File: config.mk
export PLATFORM = sky130hd
export DESIGN_NAME = dds_key_ctrl
export DESIGN_NICKNAME = d
export VERILOG_FILES = /design/src/rtl/dds_key_ctrl.sv
export SDC_FILE = /design/constraint.sdc
export NUM_CORES = 1
export LEC_CHECK = 0
export BUFFER_PORTS_ARGS = -buffer_cell sky130_fd_sc_hd__buf_4
export CORE_ASPECT_RATIO = 0.75
export CORE_MARGIN = 5
export CORE_UTILIZATION = 55
export CTS_BUF_LIST = sky130_fd_sc_hd__clkbuf_8 sky130_fd_sc_hd__clkbuf_16
export DETAILED_ROUTE_END_ITERATION = 12
export PLACE_DENSITY_LB_ADDON = 0.15
export REMOVE_ABC_BUFFERS = 1
export SLEW_MARGIN = 30
export SYNTH_ARGS = -nofsm -noshare
export SYNTH_HDL_FRONTEND = slang
export SYNTH_SLANG_ARGS = --single-unit
File: constraint.sdc
create_clock -name clk -period 8.3 [get_ports clk]
set_clock_uncertainty 0.1 [all_clocks]
set_input_delay 0.83 -clock clk [delete_from_list [all_inputs] [get_ports clk]]
set_output_delay 0.83 -clock clk [all_outputs]
set_load 0.005 [all_outputs]
File: src/rtl/dds_key_ctrl.sv
// dds_key_ctrl: frequency-control-word sequencer for a DDS phase accumulator.
// Two active-low keys step through a 4-entry K table; sweep_en selects an
// automatic linear sweep from K0 up to the K3 ceiling, wrapping back to K0.
module dds_key_ctrl #(
  parameter int unsigned DB_CYCLES  = 1000000,
  parameter int unsigned SWEEP_DIV  = 50000,
  parameter logic [31:0] SWEEP_STEP = 32'd85899,
  parameter logic [31:0] K0         = 32'd85899,
  parameter logic [31:0] K1         = 32'd858993,
  parameter logic [31:0] K2         = 32'd8589935,
  parameter logic [31:0] K3         = 32'd85899346
) (
  input  logic        clk,
  input  logic        rst,
  input  logic        key_up_n,
  input  logic        key_dn_n,
  input  logic        sweep_en,
  output logic [31:0] k_out,
  output logic [1:0]  sel_idx,
  output logic        k_valid,
  output logic        sweeping
);

  localparam int unsigned DBW = (DB_CYCLES > 1) ? $clog2(DB_CYCLES) : 1;
  localparam int unsigned DVW = (SWEEP_DIV > 1) ? $clog2(SWEEP_DIV) : 1;
  localparam logic [DBW-1:0] DB_LAST  = DBW'(DB_CYCLES - 1);
  localparam logic [DVW-1:0] DIV_LAST = DVW'(SWEEP_DIV - 1);

  typedef enum logic {
    ST_MANUAL,
    ST_SWEEP
  } state_e;

  // Bit 0 = up key, bit 1 = down key throughout the conditioning logic.
  logic [1:0]          keys_n;
  logic [1:0]          sync1_q, sync2_q;
  logic [1:0]          stable_q, stable_d;
  logic [1:0]          press_q, press_d;
  logic [1:0][DBW-1:0] db_cnt_q, db_cnt_d;

  state_e          state_q, state_d;
  logic [31:0]     k_q, k_d;
  logic [1:0]      sel_q, sel_d;
  logic            valid_q, valid_d;
  logic [DVW-1:0]  div_q, div_d;
  logic [32:0]     sum;

  assign keys_n = {key_dn_n, key_up_n};

  function automatic logic [31:0] ktab(input logic [1:0] idx);
    case (idx)
      2'd0:    ktab = K0;
      2'd1:    ktab = K1;
      2'd2:    ktab = K2;
      default: ktab = K3;
    endcase
  endfunction

  // Two-flop synchronizers for the asynchronous raw keys (idle level is 1).
  always_ff @(posedge clk or posedge rst) begin
    if (rst) begin
      sync1_q <= '1;
      sync2_q <= '1;
    end else begin
      sync1_q <= keys_n;
      sync2_q <= sync1_q;
    end
  end

  // Debounce: a new level must persist DB_CYCLES samples before it is accepted;
  // only the accepted 1->0 transition produces a press pulse.
  always_comb begin
    stable_d = stable_q;
    press_d  = '0;
    db_cnt_d = '0;
    for (int unsigned i = 0; i < 2; i++) begin
      if (sync2_q[i] != stable_q[i]) begin
        if (db_cnt_q[i] == DB_LAST) begin
          stable_d[i] = sync2_q[i];
          press_d[i]  = ~sync2_q[i];
        end else begin
          db_cnt_d[i] = db_cnt_q[i] + 1'b1;
        end
      end
    end
  end

  // Debounce state and registered press pulses.
  always_ff @(posedge clk or posedge rst) begin
    if (rst) begin
      stable_q <= '1;
      press_q  <= '0;
      db_cnt_q <= '0;
    end else begin
      stable_q <= stable_d;
      press_q  <= press_d;
      db_cnt_q <= db_cnt_d;
    end
  end

  // Next-state logic: manual stepping, sweep entry/exit and sweep increments.
  always_comb begin
    state_d = state_q;
    k_d     = k_q;
    sel_d   = sel_q;
    div_d   = div_q;
    sum     = {1'b0, k_q} + {1'b0, SWEEP_STEP};
    case (state_q)
      ST_MANUAL: begin
        if (sweep_en) begin
          state_d = ST_SWEEP;
          k_d     = K0;
          div_d   = '0;
        end else if (press_q[0] && !press_q[1]) begin
          if (sel_q != 2'd3) begin
            sel_d = sel_q + 2'd1;
            k_d   = ktab(sel_q + 2'd1);
          end
        end else if (press_q[1] && !press_q[0]) begin
          if (sel_q != 2'd0) begin
            sel_d = sel_q - 2'd1;
            k_d   = ktab(sel_q - 2'd1);
          end
        end
      end
      ST_SWEEP: begin
        if (!sweep_en) begin
          state_d = ST_MANUAL;
          k_d     = ktab(sel_q);
          div_d   = '0;
        end else if (div_q == DIV_LAST) begin
          div_d = '0;
          k_d   = (sum > {1'b0, K3}) ? K0 : sum[31:0];
        end else begin
          div_d = div_q + 1'b1;
        end
      end
      default: state_d = ST_MANUAL;
    endcase
    // Every sweep step changes K, so "changed" covers all k_valid cases.
    valid_d = (k_d != k_q);
  end

  // Control state and fully registered outputs.
  always_ff @(posedge clk or posedge rst) begin
    if (rst) begin
      state_q <= ST_MANUAL;
      k_q     <= K0;
      sel_q   <= '0;
      valid_q <= 1'b0;
      div_q   <= '0;
    end else begin
      state_q <= state_d;
      k_q     <= k_d;
      sel_q   <= sel_d;
      valid_q <= valid_d;
      div_q   <= div_d;
    end
  end

  assign k_out    = k_q;
  assign sel_idx  = sel_q;
  assign k_valid  = valid_q;
  assign sweeping = (state_q == ST_SWEEP);

endmodule

==> impl_results.md, run 1 <==
- Clock Sinks: 100
- Yosys cell types: 93
- Fill cells: between 1k and 1.5k
- Mapped Cells: approximately 940
- Core area: around 0.014 mm²
- Grt total ovfl: 0
- Crit-path max FO: 11
- Vias in the first global route: about 7.0k
- Non-filler cells, final: roughly 1.1k
- Hold path endpoint: sync2_q[1]
- # DRC: 0
- PwrDens: 145 mW/mm²
- Vias: around 7.5k
- DIE AREA: 0.0161 mm²
- Final nets: between 900 and 1k
- Clock-pin transition on the worst setup and hold timing paths: 0.07 ns
- RR Endpoint: k_valid
- R2r setup slk: 3.24 ns
- Hold path depth: 0
- Setup Buffers After CTS: 0
- RSZ-0062 raised after global routing: no
- Detailed Route WL: roughly 23000 µm
- Worst-Margin Slew: between 0.9 and 1 ns
- Commonest non-fill, non-tap cell in the layout: nor2_1
- PostCTS Resize Cnt: 0
- Max cap viols: 0
- Post-synth EDFFs: 0
- Synth Register Bits: 100
- I/O pin count: just over 40
- Placed Cells incl. Taps: between 1k and 1.5k
- Layout area overhead: 8.16%
- Clk_lat worst skew: ~0.35 ns
- Setup CP Type: flip-flop to flip-flop
- Final-report hold violation count: 0
- Critical Path Source: k_out[0]
- Final Critical Period: 5.06 ns
- Slew headroom: 0.348
- Yosys warns: 0
- Root cell of the clock tree: clkbuf_16
- P_leak: between 3 and 4 nW
- H-Tree Depth: 3
- Die Y-Extent: ~110 µm
- Initial antenna violation count: 0
- RePlAce Congestion: between 1 and 1.5
- Min-delay src: sync1_q[1]
- Pin count of the biggest net entering global routing: between 60 and 70
- Pins Over Slew Limit: 0
- Initial Utilization: 0.554
- Most frequent cells in the layout: nor2_1 (106), nand2_1 (100), dfrtp_1 (84), o21ai_0 (82), a21oi_1 (51)
- IO buf count: 40
- HP Class: flip-flop to flip-flop
- Status: finished, final reports clean
- Die width: around 140 µm
- Worst Path Required: between 8 and 9 ns
- CP Capture Type: flip-flop
- Vias/cell: around 6.7
- DRT iter0 DRCs: approximately 1.1k
- Fmax: just under 200 MHz
- FF-to-FF path depth: 14
- Diode count: 0
- Layout cells sized above 1: 0.120
- Max clock buf depth: 2
- Max IR drop VDD: 0.000142 V
- Routed Antenna Nets: 0
- WL per Instance: between 20 and 25 µm
- Synthesized area: between 0.007 and 0.008 mm²
- Setup tns final: 0 ns
- Post-synth ARST share: 1.00
- CTS tree: yes
- R2r startpoint: k_out[0]
- Final worst-path cycle share: 0.610
- Hold buffer count at CTS: 0
- Avg Cell Area, Syn: about 8 µm²
- Num CTS Buffers: 9
- Critical Path Start Type: flip-flop
- Critical Path AT: approximately 5.2 ns
- Drt first pass iters: 7
- Row Count: 37
- Prevailing post-synth register cell: dfrtp_1
- Total global-route track usage: 0.283
- First-pass GRT wire length: around 38000 µm
- Final setup violation count: 0
- Register area share after synthesis: 0.336
- Detailed placement HPWL: roughly 17000 µm
==> worst max path at each step <==
stage               endpoint  slack, ns  depth (start not counted)
floorplan            k_valid       4.18                         14
global route         k_valid       2.97                         14
CTS                  k_valid       3.32                         14
detailed placement   k_valid       3.34                         14
global placement     k_valid       3.46                         14
finish               k_valid       3.24                         14
==> synth_stat cells (9+ instances only) <==
library cell | number | area share
a21oi_1 | 51 | 0.034
xnor2_1 | 30 | 0.035
a31oi_1 | 14 | 0.012
o31ai_1 | 13 | 0.013
o21ai_1 | 10 | 0.0067
o21ai_0 | 82 | 0.055
dfrtp_1 | 84 | 0.28
dfstp_2 | 16 | 0.056
and3_1 | 23 | 0.019
xor2_1 | 20 | 0.023
inv_1 | 24 | 0.012
nor2_1 | 107 | 0.053
or3_1 | 9 | 0.0075
and2_1 | 11 | 0.0092
o211ai_1 | 12 | 0.012
nand4_1 | 17 | 0.014
nor3_1 | 20 | 0.013
nand3_1 | 34 | 0.023
ha_1 | 15 | 0.025
clkbuf_1 | 48 | 0.024
nand2_1 | 100 | 0.050
nand2b_1 | 10 | 0.0083
==> sequential cells by signal, indices dropped and copies added, names as in the netlist <==
register / cells
sweeping: 1
sel_idx: 2
k_out: 32
sync2_q: 2
db_cnt_q: 40
stable_q: 2
press_q: 2
sync1_q: 2
k_valid: 1
div_q: 16
==> cell families (layout without fill, tap and decap cells) <==
logic type      after synthesis  in the layout  synth area share
simple gates                381            381             0.253
compound gates              297            297             0.273
flops                       100            100             0.336
buf+inv                      85             88            0.0458
xor+xnor                     50             50            0.0583
fa+ha+maj                    15             15            0.0250
mux                           7              7           0.00982
==> final cells by class <==
type	count	area (µm²)	share of cell area
Tap cell	175	219	0.0269
Multi-Input combinational cell	750	4650	0.573
Clock inverter	6	43.8	0.00539
Sequential cell	100	2520	0.310
Timing Repair Buffer	47	353	0.0434
Clock buffer	10	239	0.0294
Inverter	25	96.3	0.0119
==> where the power goes <==
part / leakage, nW / internal (mW) / switching [mW]
logic: 1.79 / 0.0797 / 0.127
registers: 1.29 / 0.507 / 0.0574
clock network: 0.145 / 0.214 / 0.194
total: 3.23 / 0.801 / 0.379
==> worst max-delay path, cell delays in order, from the launching register on <==
cell and delay (ns):
dfstp_2 0.66, inv_1 0.11, ha_1 0.29, nand2b_1 0.25
a21oi_4 0.33, o21ai_0 0.18, a2111oi_0 0.83, xnor2_1 0.24
nand2b_1 0.18, o221a_2 0.26, o21ai_1 0.33, nor3_2 0.67
o22ai_1 0.19, nor3_1 0.21, nand4_1 0.11
==> through the flow <==
| step | util | worst slack, ns | instance area [µm²] | power (mW) | hold slack [ns] |
|---|---|---|---|---|---|
| after floorplan | - | 4.18 | 7260 | 0.681 | 0.245 |
| after global placement | 0.578 | 3.46 | 7840 | 0.769 | 0.245 |
| after detailed placement | 0.578 | 3.34 | 7840 | 0.769 | 0.247 |
| after CTS | 0.599 | 3.32 | 8120 | 1.18 | 0.259 |
| after global routing | 0.599 | 2.97 | 8130 | 1.23 | 0.269 |
| final | 0.599 | 3.24 | 8130 | 1.18 | 0.257 |
==> routing by layer <==
| layer | vias to the layer above | global-route usage | share of wire |
|---|---|---|---|
| met5 | - | 0 | 0 |
| met1 | 3450 | 0.419 | 0.45 |
| li1 | 3444 | - | - |
| met3 | 74 | 0.0891 | 0.12 |
| met4 | 0 | 0.0941 | 0.031 |
| met2 | 502 | 0.389 | 0.41 |
(Power assumes the default switching activity.)
==> inputs of run 2 (changes only) <==
ABC_AREA = 1   (was not set)
clock period = 5 ns   (was 8.3 ns; I/O delays follow)
==> impl_results.md, run 2 <==
- Largest area contributor in the netlist: dfrtp_1
- Max reg flops: 40
- Post-DP Area: between 0.007 and 0.008 mm²
- Worst setup margin: approximately 1 ns
- Reg with most FFs: db_cnt_q
- PwrDens: around 250 mW/mm²
- Clock-pin transition on the worst setup and hold timing paths: approximately 0.08 ns
- Final Critical Period: 4.00 ns
- Setup slack after placement: 1.21 ns
- Initial antenna violation count: 0
- Detailed Route WL: ~22000 µm
- R2r startpoint: div_q[0]
- CTS tree: yes
- Share of the synthesized area in the top cell type: 0.281
- Mapped Cells: 1173
- I/O pin count: 41
- Final Cell Area: a little over 0.008 mm²
- Setup Buffers After CTS: 0
- DRT iter0 DRCs: roughly 780
- Fill cells: 1287
- Clock Sinks: 100
- Synth top area cells: dfrtp_1 (28%), nand2_1 (17%), nor2_1 (8.2%), inv_1 (8.0%), nand3_1 (7.0%)
- Critical-path cell list: ha_1, nand3_1, nor4_1, nand2_1, buf_4, inv_1, nor2_1, buf_4, inv_1, nand2_1, a21oi_1, a21boi_1, nor2_1, nor2_1, nand3_1, nor2_1, nand2_1, nor2_1, nand2_1
- FF-to-FF path depth: 19
- Grt total ovfl: 0
- R2r setup slk: around 1.0 ns
- Placed Cells incl. Taps: 1366
- DIE AREA: ~0.016 mm²
- Clk_lat worst skew: between 0.3 and 0.4 ns
- Final worst-path cycle share: 0.800
- Yosys warns: 0
- Pins Over Slew Limit: 0
- P_leak: between 3 and 4 nW
- Final nets: roughly 1.2k
- Synth cell count leaders: nand2_1 (342), nor2_1 (163), inv_1 (159)
- Critical Path Start Type: flip-flop
- Die width: approximately 140 µm
- Total global-route track usage: 0.280
- Max cap viols: 0
- Synth Register Bits: 100
- Status: finished, final reports clean
- Drt first pass iters: 6
- HP Class: input pin to flip-flop
- CP Capture Type: flip-flop
- Total power: 2.02 mW
- Critical Path AT: roughly 4.1 ns
- Vias in the first global route: between 6k and 7k
- Hold slack: around 0.15 ns
- Max clock buf depth: 2
- Hold path endpoint: sync1_q[1]
- RePlAce Congestion: approximately 1.0
- IO buf count: 40
- RR Endpoint: k_valid
- Setup CP Type: flip-flop to flip-flop
- Pin count of the biggest net entering global routing: 54
- Vias: just under 8k
- Register area share after synthesis: 0.337
- Detailed placement HPWL: ~17000 µm
- First-pass GRT wire length: 36000 µm
- CP max stage delay: around 0.4 ns
- Hold path depth: 1
- Diode count: 0
- Initial Utilization: 0.569
- H-Tree Depth: 3
- Die Y-Extent: approximately 110 µm
- Max IR drop VDD: just over 0.0002 V
- Root cell of the clock tree: clkbuf_16
- Crit-path max FO: 25
- Top-count cell post-synth: nand2_1
- RSZ-0062 raised after global routing: no
- Commonest non-fill, non-tap cell in the layout: nand2_1
- Slowest CP cell: inv_1
- Setup tns final: 0 ns
- Layout area overhead: 9.74%
- Num CTS Buffers: 9
- Core area: 0.0132 mm²
- Final-report hold violation count: 0
- Vias/cell: between 5 and 6
- Routed Antenna Nets: 0
- Hold buffer count at CTS: 0
- Final setup violation count: 0
- Row Count: 36
- Worst-Margin Slew: a little over 0.9 ns
- Non-filler cells, final: between 1k and 1.5k
- # DRC: 0
- Post-synth ARST share: 1.00
- Worst path most repeated cell: nor2_1
- Final cell utilization of the core: 0.625
- PostCTS Resize Cnt: 0
- Post-synth EDFFs: 0
- Synthesized area: 0.00749 mm²
- Avg Cell Area, Syn: 6.38 µm²
- Fmax: 250 MHz
- Min-delay src: key_dn_n
- Yosys cell types: 44
- Slew headroom: 0.392
- Worst Path Required: between 5 and 6 ns
- Prevailing post-synth register cell: dfrtp_1
- Layout cells sized above 1: 0.0933
- Most frequent cells in the layout: nand2_1 (342), nor2_1 (163), inv_1 (158), nand3_1 (105), dfrtp_1 (84)
- WL per Instance: 15.9 µm
run 2: cell type report:
| cell class | count | area (µm²) | share of cell area |
|---|---|---|---|
| multi-input cells | 884 | 4220 | 0.514 |
| flip-flops and latches | 100 | 2520 | 0.307 |
| inverters | 167 | 629 | 0.0766 |
| repair buffers | 44 | 330 | 0.0402 |
| clock buffers | 10 | 239 | 0.0291 |
| well taps | 171 | 214 | 0.0260 |
| clock inverters | 6 | 58.8 | 0.00716 |
run 2: metal layers:
layer  global-route usage  vias up  part of all wire
met4               0.0740        0             0.019
li1                     -     3817                 -
met1                0.421     3509              0.45
met5                    0        -                 0
met2                0.401      335              0.42
met3               0.0694       48              0.11
run 2: cell families (layout without fill, tap and decap cells):
logic type      after synthesis  count (layout)  synth area share
flops                       100             100             0.337
buf+inv                     189             227            0.0991
xor+xnor                     24              24            0.0291
compound gates              148             148             0.109
mux                           2               2           0.00267
simple gates                695             695             0.398
fa+ha+maj                    15              15            0.0251
run 2: worst max-delay path: cells and delay by family, from the launching register on:
kind	cells	cell delay (ns)
flip-flops	1	0.39
adder cells (fa/ha/maj)	1	0.21
AO/OA/AOI/OAI	2	0.48
AND/OR/NAND/NOR	12	1.54
buffers and inverters	4	1.16
run 2: power breakdown:
group | internal (mW) | leakage, nW | switching [mW]
registers | 0.844 | 1.29 | 0.0640
logic | 0.134 | 2.52 | 0.278
clock network | 0.362 | 0.148 | 0.337
total | 1.34 | 3.95 | 0.679
run 2: worst max-delay path by stage:
stage	from	to	slack, ns	depth (start not counted)
after global placement	k_out[0]	k_valid	1.25	26
after floorplan	rst	db_cnt_q[0]	1.81	1
final	div_q[0]	k_valid	1.00	19
after global routing	div_q[0]	k_valid	0.74	19
after detailed placement	div_q[0]	k_valid	1.21	19
after CTS	div_q[0]	k_valid	1.19	19
==> inputs of run 3 (changes only) <==
ABC_AREA = 0   (was 1)
clock period = 3.45 ns   (was 5 ns; I/O delays follow)
==> impl_results.md, run 3 (synthesis gave the netlist of run 1 again) <==
- Diode count: 0
- R2r startpoint: k_out[8]
- DRT iter0 DRCs: 1142
- RePlAce Congestion: around 1
- CTS tree: yes
- Max clock buf depth: 2
- Worst Path Required: around 3.6 ns
- FF-to-FF path depth: 13
- Commonest non-fill, non-tap cell in the layout: buf_4
- Setup tns final: -3.68 ns
- Slowest CP cell: or4_4
- Detailed placement HPWL: 21700 µm
- Internal power: around 2.2 mW
- Vias in the first global route: 8269
- Setup CP Type: flip-flop to flip-flop
- Initial Utilization: 0.554
- Vias/cell: around 6.4
- Flop pwr share: 0.379
- Pin count of the biggest net entering global routing: between 60 and 70
- PwrDens: approximately 310 mW/mm²
- Top delay family on crit path: simple AND/OR/NAND/NOR gates
- Hold slack: roughly 0.014 ns
- Routed Antenna Nets: 0
- Max IR drop VDD: 0.000348 V
- Crit-path max FO: 5
- Final Critical Period: a little under 4 ns
- Worst-Margin Slew: ~0.74 ns
- Pins Over Slew Limit: 0
- Fill cells: 923
- Clock-pin transition on the worst setup and hold timing paths: roughly 0.080 ns
- Final setup violation count: 22
- Final cell utilization of the core: 0.792
- H-Tree Depth: 3
- Core area: around 0.014 mm²
- Worst path most repeated cell: or3_4
- Area of the multi-input gates: around 0.0053 mm²
- Clk_lat worst skew: about 0.37 ns
- WL per Instance: 21.9 µm
- Reg with most FFs: db_cnt_q
- R2r setup slk: -0.52 ns
- Critical Path Start Type: flip-flop
- Detailed Route WL: 29700 µm
- Grt total ovfl: 0
- Layout area overhead: 43.0%
- # DRC: 0
- Buf/Inv on CP: 1
- Status: complete, but fails checks
- Final worst-path cycle share: 1.15
- Max cap viols: 0
- Clk network pwr share: 0.330
- HP Class: input pin to asynchronous set/reset pin
- Most frequent cells in the layout: buf_4 (260), nor2_1 (102), nand2_1 (95), dfrtp_1 (84), o21ai_0 (63)
- RR Endpoint: k_valid
- First-pass GRT wire length: 45600 µm
- Critical-path cell list: or3_4, or3_4, buf_6, o2111ai_4, and3_4, o211a_4, o211ai_4, or4_4, a21oi_4, a211oi_1, or4b_1, nor3_2, nand4_1
- Slew headroom: 0.505
- Clock Sinks: 100
- Die width: 145 µm
- Switching portion of total power: 0.327
- Final-report hold violation count: 0
- Final nets: approximately 1.2k
- Logic gate share of total power: 0.291
- Register area: 0.00252 mm²
- Worst setup path endpoint: k_valid
- CP max stage delay: 0.62 ns
- Total power: about 3.3 mW
- I/O pin count: 41
- RSZ-0062 raised after global routing: yes
- Drt first pass iters: 6
- Most utilized layer in the global route result: met2
- P_leak: 4.59 nW
- Root cell of the clock tree: clkbuf_16
- GRT met1 Usage: 0.489
- Vias: about 8.8k
- Worst setup margin: -0.522 ns
- Critical Path AT: 4.11 ns
- Fmax: between 200 and 300 MHz
- Layout cells sized above 1: 0.368
- DIE AREA: ~0.016 mm²
- Max reg flops: 40
- M3 GR Usage: 0.112
- WP depth: 13
- Row Count: 37
- Psw: approximately 1.1 mW
- Critical Path Source: k_out[8]
- Die Y-Extent: around 110 µm
- Num CTS Buffers: 9
- CP Capture Type: flip-flop
- Met2 Resource Use GR: 0.522
- IO buf count: 40
- Violated checks: setup timing
- Initial antenna violation count: 0
- Total global-route track usage: 0.352
==> run 3: per-stage QoR <==
step                area (µm²)  setup slack [ns]  cells
floorplan                 7260            -0.672    875
global placement          9540            -0.664   1320
detailed placement        9540            -0.670   1320
CTS                      10300            -0.531   1350
global route             10700            -0.543   1357
finish                   10700            -0.522   1357
==> run 3: repair_timing <==
item	in CTS	in global routing
hold buffers	2	0
hold endpoints to repair	2	0
setup endpoints to repair	27	27
resized for setup	83	87
pin swaps	36	48
setup buffers	16	16
==> run 3: per-layer routing <==
metal / wire (µm) / vias up / part of all wire
li1: - / 3925 / -
met1: 12400 / 4150 / 0.42
met2: 12900 / 579 / 0.43
met3: 3530 / 94 / 0.12
met4: 825 / 2 / 0.028
met5: 63 / - / 0.0021
==> run 3: worst min path at each step <==
stage          depth (start not counted)  slack (ns)  startpoint      endpoint
2_1_floorplan                          0        0.25  sync1_q[0]    sync2_q[0]
3_3_place_gp                           0        0.25  sync1_q[0]    sync2_q[0]
3_5_place_dp                           0        0.25  sync1_q[0]    sync2_q[0]
4_1_cts                                2        0.03         rst   db_cnt_q[1]
5_1_grt                                2        0.07         rst  db_cnt_q[19]
6_report                               2        0.01         rst   db_cnt_q[3]
==> run 3: final cells by class <==
cell class              count  share of cell area
clock buffers              10              0.0222
clock inverters             6             0.00768
inverters                  25             0.00896
multi-input cells         750               0.490
flip-flops and latches    100               0.235
well taps                 175              0.0204
repair buffers            291               0.216
==> run 3: power by group through the flow <==
stage	Clock, mW	Sequential, mW	Combinational (mW)
2_1_floorplan	0	1.32	0.316
3_3_place_gp	0	1.28	0.800
3_5_place_dp	0	1.28	0.799
4_1_cts	1.11	1.26	0.871
5_1_grt	1.17	1.27	1.02
6_report	1.10	1.27	0.973
